$ cat config.mk
export PLATFORM = sky130hd
export DESIGN_NAME = fft_batch_ctrl
export DESIGN_NICKNAME = d
export VERILOG_FILES = /design/src/rtl/fft_batch_pkg.sv /design/src/rtl/fft_batch_watchdog.sv /design/src/rtl/fft_batch_ctrl.sv
export SDC_FILE = /design/constraint.sdc
export NUM_CORES = 1
export LEC_CHECK = 0
export CAP_MARGIN = 20
export CORE_ASPECT_RATIO = 1.4
export CORE_MARGIN = 3
export CORE_UTILIZATION = 57
export CTS_BUF_LIST = sky130_fd_sc_hd__clkbuf_8
export DETAILED_ROUTE_END_ITERATION = 12
export GPL_TIMING_DRIVEN = 1
export PLACE_DENSITY = 0.88
export SLEW_MARGIN = 20
export SYNTH_ARGS = -nofsm -noshare
export SYNTH_HDL_FRONTEND = slang
export SYNTH_HIERARCHICAL = 1
export SYNTH_SLANG_ARGS = --single-unit
$ cat constraint.sdc
create_clock -name sclk -period 3.1 [get_ports sclk]
set_clock_uncertainty 0.05 [all_clocks]
set_input_delay 0.62 -clock sclk [delete_from_list [all_inputs] [get_ports sclk]]
set_output_delay 0.62 -clock sclk [all_outputs]
set_load 0.01 [all_outputs]
$ cat src/rtl/fft_batch_pkg.sv
// Shared state codes, defaults and helpers for the FFT batch sequencer.
// Optional cycle counters are enabled with FFT_BATCH_PERF_EN in fft_batch_ctrl.
package fft_batch_pkg;

   localparam int unsigned DEF_LAUNCH_HOLD = 4;
   localparam int unsigned DEF_TIMEOUT_CYC = 65536;

   // Bit 3 is the error flag, so NEXT and ERR share the 3-bit code 7.
   typedef enum logic [3:0] {
      S_IDLE      = 4'd0,
      S_LAUNCH    = 4'd1,
      S_WAIT_LOAD = 4'd2,
      S_KICK      = 4'd3,
      S_RUN       = 4'd4,
      S_UPLOAD    = 4'd5,
      S_WAIT_UP   = 4'd6,
      S_NEXT      = 4'd7,
      S_ERR       = 4'd15
   } state_e;

   function automatic logic [2:0] err_code(input state_e s);
      logic [3:0] v;
      v = s;
      return v[2:0];
   endfunction

   function automatic logic is_wait(input state_e s);
      return (s == S_WAIT_LOAD) || (s == S_RUN) || (s == S_WAIT_UP);
   endfunction

endpackage

$ cat src/rtl/fft_batch_watchdog.sv
// Saturating per-state watchdog; expire is raised on the last allowed cycle.
// TIMEOUT_CYC of 0 disables expiry entirely.
module fft_batch_watchdog
   import fft_batch_pkg::*;
#(
   parameter int unsigned TIMEOUT_CYC = DEF_TIMEOUT_CYC
) (
   input  logic clk_i,
   input  logic rst_i,
   input  logic clr_i,
   input  logic en_i,
   output logic expire_o
);

   localparam int unsigned W = $clog2(TIMEOUT_CYC + 2);
   localparam int unsigned LIM = (TIMEOUT_CYC == 0) ? 0 : TIMEOUT_CYC - 1;
   localparam logic [W-1:0] LIM_V = W'(LIM);

   logic [W-1:0] cnt_q;
   logic [W-1:0] cnt_d;

   always_comb begin
      cnt_d = cnt_q;
      if (clr_i) begin
         cnt_d = '0;
      end else if (en_i && (cnt_q != '1)) begin
         cnt_d = cnt_q + 1'b1;
      end
   end

   always_ff @(posedge clk_i or posedge rst_i) begin
      if (rst_i) begin
         cnt_q <= '0;
      end else begin
         cnt_q <= cnt_d;
      end
   end

   assign expire_o = (TIMEOUT_CYC != 0) && en_i && (cnt_q >= LIM_V);

endmodule

$ cat src/rtl/fft_batch_ctrl.sv
// Batch sequencer between the HBM-to-BRAM load stage and the FFT core group.
// Define FFT_BATCH_PERF_EN to add the RUN / WAIT_UP cycle counters.
module fft_batch_ctrl
   import fft_batch_pkg::*;
#(
   parameter int unsigned SIZE_GROUP  = 8,
   parameter int unsigned LAUNCH_HOLD = DEF_LAUNCH_HOLD,
   parameter int unsigned TIMEOUT_CYC = DEF_TIMEOUT_CYC,
   parameter int unsigned CNT_W       = 16
) (
   input  logic                  sclk,
   input  logic                  rst,
   input  logic                  go,
   input  logic [CNT_W-1:0]      num_batches,
   input  logic [SIZE_GROUP-1:0] core_en,
   output logic                  launch,
   input  logic                  start_load,
   output logic [SIZE_GROUP-1:0] core_start,
   input  logic [SIZE_GROUP-1:0] core_done,
   output logic                  upload,
   input  logic                  done_upload,
   output logic                  busy,
   output logic [CNT_W-1:0]      batch_cnt,
   output logic                  batch_done,
   output logic                  err_timeout,
   output logic [2:0]            err_state
`ifdef FFT_BATCH_PERF_EN
   ,
   output logic [31:0]           perf_run_cyc,
   output logic [31:0]           perf_up_cyc
`endif
);

   localparam int unsigned HW = $clog2(LAUNCH_HOLD + 1);
   localparam logic [HW-1:0] HOLD_LAST = HW'(LAUNCH_HOLD - 1);

   state_e state_q, state_d;

   logic [HW-1:0]         hold_q, hold_d;
   logic [SIZE_GROUP-1:0] mask_q, mask_d;
   logic [SIZE_GROUP-1:0] seen_q, seen_d;
   logic [SIZE_GROUP-1:0] cstart_q, cstart_d;
   logic [CNT_W-1:0]      target_q, target_d;
   logic [CNT_W-1:0]      cnt_q, cnt_d;
   logic [CNT_W-1:0]      cnt_inc;
   logic [2:0]            estate_q, estate_d;

   logic launch_q, launch_d;
   logic upload_q, upload_d;
   logic busy_q, busy_d;
   logic bdone_q, bdone_d;
   logic tmo_q, tmo_d;
   logic du_q;

   logic go_acc;
   logic tmo_hit;
   logic more;
   logic du_rise;
   logic wd_expire;
   logic wd_en;

   assign cnt_inc = cnt_q + 1'b1;
   assign more    = cnt_inc < target_q;
   assign du_rise = done_upload & ~du_q;
   assign wd_en   = is_wait(state_q);

   // Counter idles at zero outside the waiting states, so each entry starts fresh.
   fft_batch_watchdog #(
      .TIMEOUT_CYC (TIMEOUT_CYC)
   ) u_wd (
      .clk_i    (sclk),
      .rst_i    (rst),
      .clr_i    (~wd_en),
      .en_i     (wd_en),
      .expire_o (wd_expire)
   );

   always_comb begin
      state_d = state_q;
      go_acc  = 1'b0;
      tmo_hit = 1'b0;
      unique case (state_q)
         S_IDLE, S_ERR: begin
            if (go) begin
               state_d = S_LAUNCH;
               go_acc  = 1'b1;
            end
         end
         S_LAUNCH: begin
            if (hold_q == HOLD_LAST) begin
               state_d = S_WAIT_LOAD;
            end
         end
         S_WAIT_LOAD: begin
            if (start_load) begin
               state_d = S_KICK;
            end else if (wd_expire) begin
               state_d = S_ERR;
               tmo_hit = 1'b1;
            end
         end
         S_KICK: begin
            state_d = S_RUN;
         end
         S_RUN: begin
            if (seen_q == mask_q) begin
               state_d = S_UPLOAD;
            end else if (wd_expire) begin
               state_d = S_ERR;
               tmo_hit = 1'b1;
            end
         end
         S_UPLOAD: begin
            state_d = S_WAIT_UP;
         end
         S_WAIT_UP: begin
            if (du_rise) begin
               state_d = S_NEXT;
            end else if (wd_expire) begin
               state_d = S_ERR;
               tmo_hit = 1'b1;
            end
         end
         S_NEXT: begin
            state_d = more ? S_LAUNCH : S_IDLE;
         end
         default: begin
            state_d = S_IDLE;
         end
      endcase
   end

   always_comb begin
      mask_d   = mask_q;
      target_d = target_q;
      cnt_d    = cnt_q;
      seen_d   = seen_q;
      tmo_d    = tmo_q;
      estate_d = estate_q;
      hold_d   = (state_q == S_LAUNCH) ? hold_q + 1'b1 : '0;
      if (go_acc) begin
         mask_d   = (core_en == '0) ? '1 : core_en;
         target_d = (num_batches == '0) ? CNT_W'(1) : num_batches;
         cnt_d    = '0;
         tmo_d    = 1'b0;
         estate_d = '0;
      end
      // Completions seen during KICK belong to no batch and are dropped.
      if (state_q == S_KICK) begin
         seen_d = '0;
      end else if (state_q == S_RUN) begin
         seen_d = seen_q | (core_done & mask_q);
      end
      if (state_q == S_NEXT) begin
         cnt_d = cnt_inc;
      end
      if (tmo_hit) begin
         tmo_d    = 1'b1;
         estate_d = err_code(state_q);
      end
      launch_d = (state_d == S_LAUNCH);
      upload_d = (state_d == S_UPLOAD);
      cstart_d = (state_d == S_KICK) ? mask_q : '0;
      busy_d   = (state_d != S_IDLE) && (state_d != S_ERR);
      bdone_d  = (state_q == S_NEXT) && !more;
   end

   always_ff @(posedge sclk or posedge rst) begin
      if (rst) begin
         state_q  <= S_IDLE;
         hold_q   <= '0;
         mask_q   <= '0;
         seen_q   <= '0;
         cstart_q <= '0;
         target_q <= '0;
         cnt_q    <= '0;
         estate_q <= '0;
         launch_q <= 1'b0;
         upload_q <= 1'b0;
         busy_q   <= 1'b0;
         bdone_q  <= 1'b0;
         tmo_q    <= 1'b0;
         du_q     <= 1'b0;
      end else begin
         state_q  <= state_d;
         hold_q   <= hold_d;
         mask_q   <= mask_d;
         seen_q   <= seen_d;
         cstart_q <= cstart_d;
         target_q <= target_d;
         cnt_q    <= cnt_d;
         estate_q <= estate_d;
         launch_q <= launch_d;
         upload_q <= upload_d;
         busy_q   <= busy_d;
         bdone_q  <= bdone_d;
         tmo_q    <= tmo_d;
         du_q     <= done_upload;
      end
   end

   assign launch      = launch_q;
   assign upload      = upload_q;
   assign core_start  = cstart_q;
   assign busy        = busy_q;
   assign batch_cnt   = cnt_q;
   assign batch_done  = bdone_q;
   assign err_timeout = tmo_q;
   assign err_state   = estate_q;

`ifdef FFT_BATCH_PERF_EN
   logic [31:0] prun_q, prun_d;
   logic [31:0] pup_q, pup_d;

   always_comb begin
      prun_d = prun_q;
      pup_d  = pup_q;
      if (go_acc) begin
         prun_d = '0;
         pup_d  = '0;
      end else begin
         if ((state_q == S_RUN) && (prun_q != '1)) begin
            prun_d = prun_q + 1'b1;
         end
         if ((state_q == S_WAIT_UP) && (pup_q != '1)) begin
            pup_d = pup_q + 1'b1;
         end
      end
   end

   always_ff @(posedge sclk or posedge rst) begin
      if (rst) begin
         prun_q <= '0;
         pup_q  <= '0;
      end else begin
         prun_q <= prun_d;
         pup_q  <= pup_d;
      end
   end

   assign perf_run_cyc = prun_q;
   assign perf_up_cyc  = pup_q;
`endif

endmodule

# [After elaboration in Yosys (flattened, before gate mapping)]
# Cells that the tools add are included.
[word_totals] in_bits=37 ff_bits=89 wordCells=84 out_inout_bits=32
[classes] eq_ne=16 n_mux=29 n_lt_le_gt_ge=2 addsub=3 reduce_logical=15 n_bitwise=4
[op_table] op="2-to-1 mux 16 bit" count=3
[op_table] op="2-to-1 mux 17 bit" count=2
[op_table] op="2-to-1 mux 8 bit" count=4
[op_table] op="case mux 4 bit (8 select lines)" count=1
[op_table] op="2-to-1 mux 4 bit" count=6
[op_table] op="== test 4 x 3 -> 1 bit, second input constant" count=5
[op_table] op="adder 17 x 1 -> 17 bit, second input constant" count=1
[op_table] op="greater-or-equal comparator 17 x 16 -> 1 bit, second input constant" count=1
[op_table] op="inequality test 17 bit, second input constant" count=1
[op_table] op="adder 16 x 1 -> 16 bit, second input constant" count=1
[op_table] op="zero test 16 bit" count=1
[op_table] op="less-than comparator 16 bit" count=1
[op_table] op="== test 4 x 2 -> 1 bit, second input constant" count=3
[op_table] op="2-to-1 mux 1 bit" count=9
[op_table] op="2-to-1 mux 3 bit" count=3
[op_table] op="AND 8 bit" count=1
[op_table] op="== test 4 x 1 -> 1 bit, second input constant" count=2
[op_table] op="== test 8 bit" count=1
[op_table] op="zero test 8 bit" count=1
[op_table] op="bitwise OR 8 bit" count=1
[op_table] op="nonzero test 2 bit" count=3
[op_table] op="== test 4 bit, second input constant" count=1
[op_table] op="logical AND 1 bit" count=4
[op_table] op="zero test 4 bit" count=1
[op_table] op="11 further kinds" count=12

# [Depth between registers and ports, before layout]
[logic_depth] ltp_word=9 mapped_depth=11 ltp_nobuf=11

# [Cells and area by module]
# Netlist, hierarchy kept.
[modules_own_cells] module="fft_batch_ctrl" cells_per_inst=388 area_each_um2=3841.2 seq_area_each_um2=1801.7 n_inst=1
[modules_own_cells] module="fft_batch_watchdog" cells_per_inst=96 area_each_um2=899.6 seq_area_each_um2=425.4 n_inst=1

# [Worst setup path before layout]
# Ideal clock, no wire load.
[synth_path] path_kind="register -> register" from="register cnt_q[0] (netlist: batch_cnt[0])" to="register busy_q (netlist: busy)" setup_slack_ps=589 setup_ps=139 arrival_time_ps=2323 stages_incl_launch_ff=12 t_required_ps=2911 period_less_slack_ps=2511 n_path_buf=0 cell_sequence="dfrtp_1 > ha_1 > nand4_1 > nor4_4 > nand3_1 > xnor2_1 > ha_1 > nand4_1 > nor3_1 > a31oi_1 > nand3_1 > a31oi_1"
[synth_via] elab_chain_cells=6 word_cells_on_any_way=7 classes_between="1 x add/sub; 1 x order compare; 1 x eq/ne; 2 x mux; 2 x reduce/logical"
[synth_rtl] element="start: declaration" line="fft_batch_ctrl.sv:44" rtl="logic [CNT_W-1:0] cnt_q, cnt_d;"
[synth_rtl] element="start signal: assignment" line="fft_batch_ctrl.sv:191" rtl="cnt_q <= cnt_d;"
[synth_rtl] element="adder 16 x 1 -> 16 bit (*)" line="fft_batch_ctrl.sv:62" rtl="assign cnt_inc = cnt_q + 1'b1;"
[synth_rtl] element="less-than comparator 16 bit (*)" line="fft_batch_ctrl.sv:63" rtl="assign more = cnt_inc < target_q;"
[synth_rtl] element="2-to-1 mux 1 bit (*)" line="fft_batch_ctrl.sv:125" rtl="state_d = more ? S_LAUNCH : S_IDLE;"
[synth_rtl] element="case mux 4 bit (8 select lines) (*)" line="fft_batch_ctrl.sv:82" rtl="unique case (state_q)"
[synth_rtl] element="inequality test 4 bit / nonzero test 4 bit (equally long branches)" line="fft_batch_ctrl.sv:164" rtl="busy_d = (state_d != S_IDLE) && (state_d != S_ERR);"
[synth_rtl] element="logical AND 1 bit (*)" line="fft_batch_ctrl.sv:164"
[synth_rtl] element="net busy_d" line="fft_batch_ctrl.sv:50" rtl="logic busy_q, busy_d;"
[synth_rtl] element="end signal: assignment" line="fft_batch_ctrl.sv:195" rtl="busy_q <= busy_d;"
[synth_rtl] element="end: declaration" line="fft_batch_ctrl.sv:50"
# The timed path passes the listed nets; every way through them passes the cells marked *.
# A chain may end at the register's enable or synchronous reset.

# [Worst setup path in the final report]
# Same ends and word-level chain as after synthesis.

==> reports/metrics.yaml <==
nets: 608
min_delay_path_depth: 1
cts_buffer_depth: 2
gp_congestion: 0.902
antenna_found_initial: 0
cts_tree: "built"
gr-total-overflow: 0
die-height_um: 114
antenna_cells: 0
worstSetupPathType: "reg2reg"
via_count: 3928
clock_latency_ns: 0.37
r2r_end: "busy"
grt_max_degree: 73
slew_headroom_pct: 41.4
cp_max_fo: 7
seq_area_frac_synth_pct: 47.0
via_per_inst: 6.02
power_uw: 3870
htree_levels: 3
first_iter_violations: 329
synth_edf_count: 0
drive_gt1_share_pct: 8.50
setup_viol: 0
cts_buffers: 9
multi_input_area_sq_um: 2300
die-width_um: 83.1
row_count: 38
p_per_area_nw_per_um2: 681
grt_pass1_vias: 4004
critPathLaunch: "batch_cnt[0]"
syn_area_sq_um: 4740
synth.avg_cell_area_sq_um: 9.80
antenna_left: 0
routed_wl_um: 11500
synth_cells: 484
fin_crit_ns: 2.84
ctsRootBufferMaster: "clkbuf_8"
avgRoutedWirePerCell_um: 17.6
min_from: "hold_q[0]"
synth_warnings: 6
period_share_pct: 91.6
initial_core_util_pct: 59.7
cp.required_ns: 3.34
port_buffers: 68
reg2reg_depth: 11
final_common_cell: "dfrtp_1"
cts.sinks: 89
slew_viol_final: 0
grt_pass1_wl_um: 19200
crit_path_end_kind: "flop"
path_cells: "ha_2 > nand4_1 > nor4_4 > nand3_1 > xnor2_1 > ha_1 > nand4_1 > nor3_1 > a31oi_1 > nand3_1 > a31oi_1"
hold_path_end: "hold_q[0]"
cp-start-kind: "flop"
synth-async-reset-ratio_pct: 100
rsz0062_at_grt: "false"
cp.arrival_ns: 3.08
drc_errors: 0
path_clk_slew_ns: 0.09
dr.pass1.iters: 6
layout_common_cells: "dfrtp_1 (89), clkdlybuf4s50_1 (68), nand2_1 (59), nor2_1 (40), inv_1 (28)"
dieArea_sq_um: 9460
regArea_sq_um: 2230
dp_hpwl_um: 8320
fmax_ghz: 0.352
use_met1_pct: 28.9
areaGrowthSynthToFinish_pct: 19.9
cts_setup_buffers: 0
hold_viol_final: 0
ir_worst_vdd_mv: 0.391
synthDistinctLibCells: 61
synth-main-ff-cell: "dfrtp_1"
regToRegSetupSlack_ns: 0.26
fill_cells: 578
holdCritPathClass: "reg2reg"
power.leakage_uw: 0.00242
grt_use_met3_pct: 3.97
drv_cap: 0
synth_seq_cells: 89
grt_usage_pct: 25.2
crit_slowest_cell: "dfrtp_1"
grt.busiest_layer: "met2"
outcome: "finished, final reports clean"
r2r_start: "batch_cnt[0]"
setup_tns_ns: 0
io_pins: 69
core_sq_um: 7940
grt_use_met2_pct: 44.1
synth.net_count: 542
critPathMaxStageDelay_ns: 0.48
worst_pin_slew_ns: 0.877
[final cells by class]
type | count | share of cell area [%]
Clock buffer | 9 | 2.18
Clock inverter | 5 | 1.32
Inverter | 27 | 1.78
Multi-Input combinational cell | 350 | 40.5
Sequential cell | 89 | 39.2
Tap cell | 100 | 2.20
Timing Repair Buffer | 73 | 12.9
[flip-flops by register name (all words and copies together), names as in the netlist, 4 cells and up]
| name | count |
|---|---|
| core_start | 8 |
| batch_cnt | 16 |
| u_wd/cnt_q | 17 |
| state_q | 4 |
| target_q | 16 |
| seen_q | 8 |
| mask_q | 8 |
[synthesized netlist by cell type, types with 2 or more instances]
master,instances,area [sq um]
a21oi_1,16,80.1
a31oi_1,13,81.3
a41oi_2,2,32.5
and2_1,10,62.6
and3_1,4,25.0
buf_2,7,35.0
buf_4,4,30.0
buf_6,3,33.8
clkbuf_1,4,15.0
dfrtp_1,89,2230
ha_1,21,263
inv_1,27,101
mux2i_1,3,30.0
nand2_1,59,221
nand2b_1,3,18.8
nand3_1,17,85.1
nand3_2,3,30.0
nand4_1,11,68.8
nor2_1,40,150
nor2_2,2,12.5
nor2b_1,2,12.5
nor3_1,7,35.0
nor4_1,10,62.6
nor4_4,3,63.8
o21ai_0,23,115
o21ai_1,20,100
o21ai_2,2,17.5
o21bai_1,2,15.0
o22a_1,7,61.3
o2bb2ai_1,4,35.0
o31ai_1,4,30.0
or3_1,4,25.0
or4_4,2,22.5
xnor2_1,22,193
xnor2_2,2,32.5
xor2_1,7,61.3
[timing repair]
item                       CTS  global route
resized for setup            0             1
hold buffers                 0             0
setup endpoints to repair    0             1
[worst max-delay path by stage]
| stage | to | slack (ns) | cells past startpoint |
|---|---|---|---|
| global placement | busy | 0.48 | 11 |
| finish | busy | 0.26 | 11 |
| detailed placement | busy | 0.33 | 11 |
| floorplan | busy | 0.59 | 11 |
| CTS | busy | 0.23 | 11 |
| global route | busy | 0.03 | 11 |
[through the flow]
stage	utilization, %	hold slack [ns]	instances	area, sq um	setup WS [ns]
after floorplan	-	0.360	484	4740	0.589
after global placement	69.1	0.369	639	5480	0.477
after detailed placement	69.1	0.395	639	5480	0.326
final	71.6	0.406	653	5680	0.261
after CTS	71.6	0.406	653	5680	0.231
after global routing	71.6	0.429	653	5680	0.0350
[critical path: cells and delay by family, from the launching register on]
kind / cells / cell delay, ns
simple gates: 6 / 1.03
fa+ha+maj: 2 / 0.57
flops: 1 / 0.48
compound gates: 2 / 0.39
xor+xnor: 1 / 0.23
[cells by family after synthesis]
family / synth area share, %
fa+ha+maj: 5.54
buf+inv: 4.54
simple gates: 20.9
mux: 0.633
flops: 47.0
xor+xnor: 6.04
compound gates: 15.3
[where the power goes]
group / total, uW / leakage [uW] / internal [uW] / switching, uW
clock network: 829 / 0.000104 / 439 / 390
logic: 1390 / 0.00114 / 588 / 800
registers: 1660 / 0.00117 / 1430 / 223
total: 3870 / 0.00242 / 2460 / 1410
[per-layer routing]
metal | routed length [um] | part of all wire (%) | vias to the layer above
met5 | 0 | 0 | -
met4 | 498 | 4.3 | 0
met3 | 714 | 6.2 | 39
met2 | 5950 | 52 | 157
met1 | 4310 | 38 | 1899
li1 | - | - | 1833
Power figures use the tool's default switching activity.
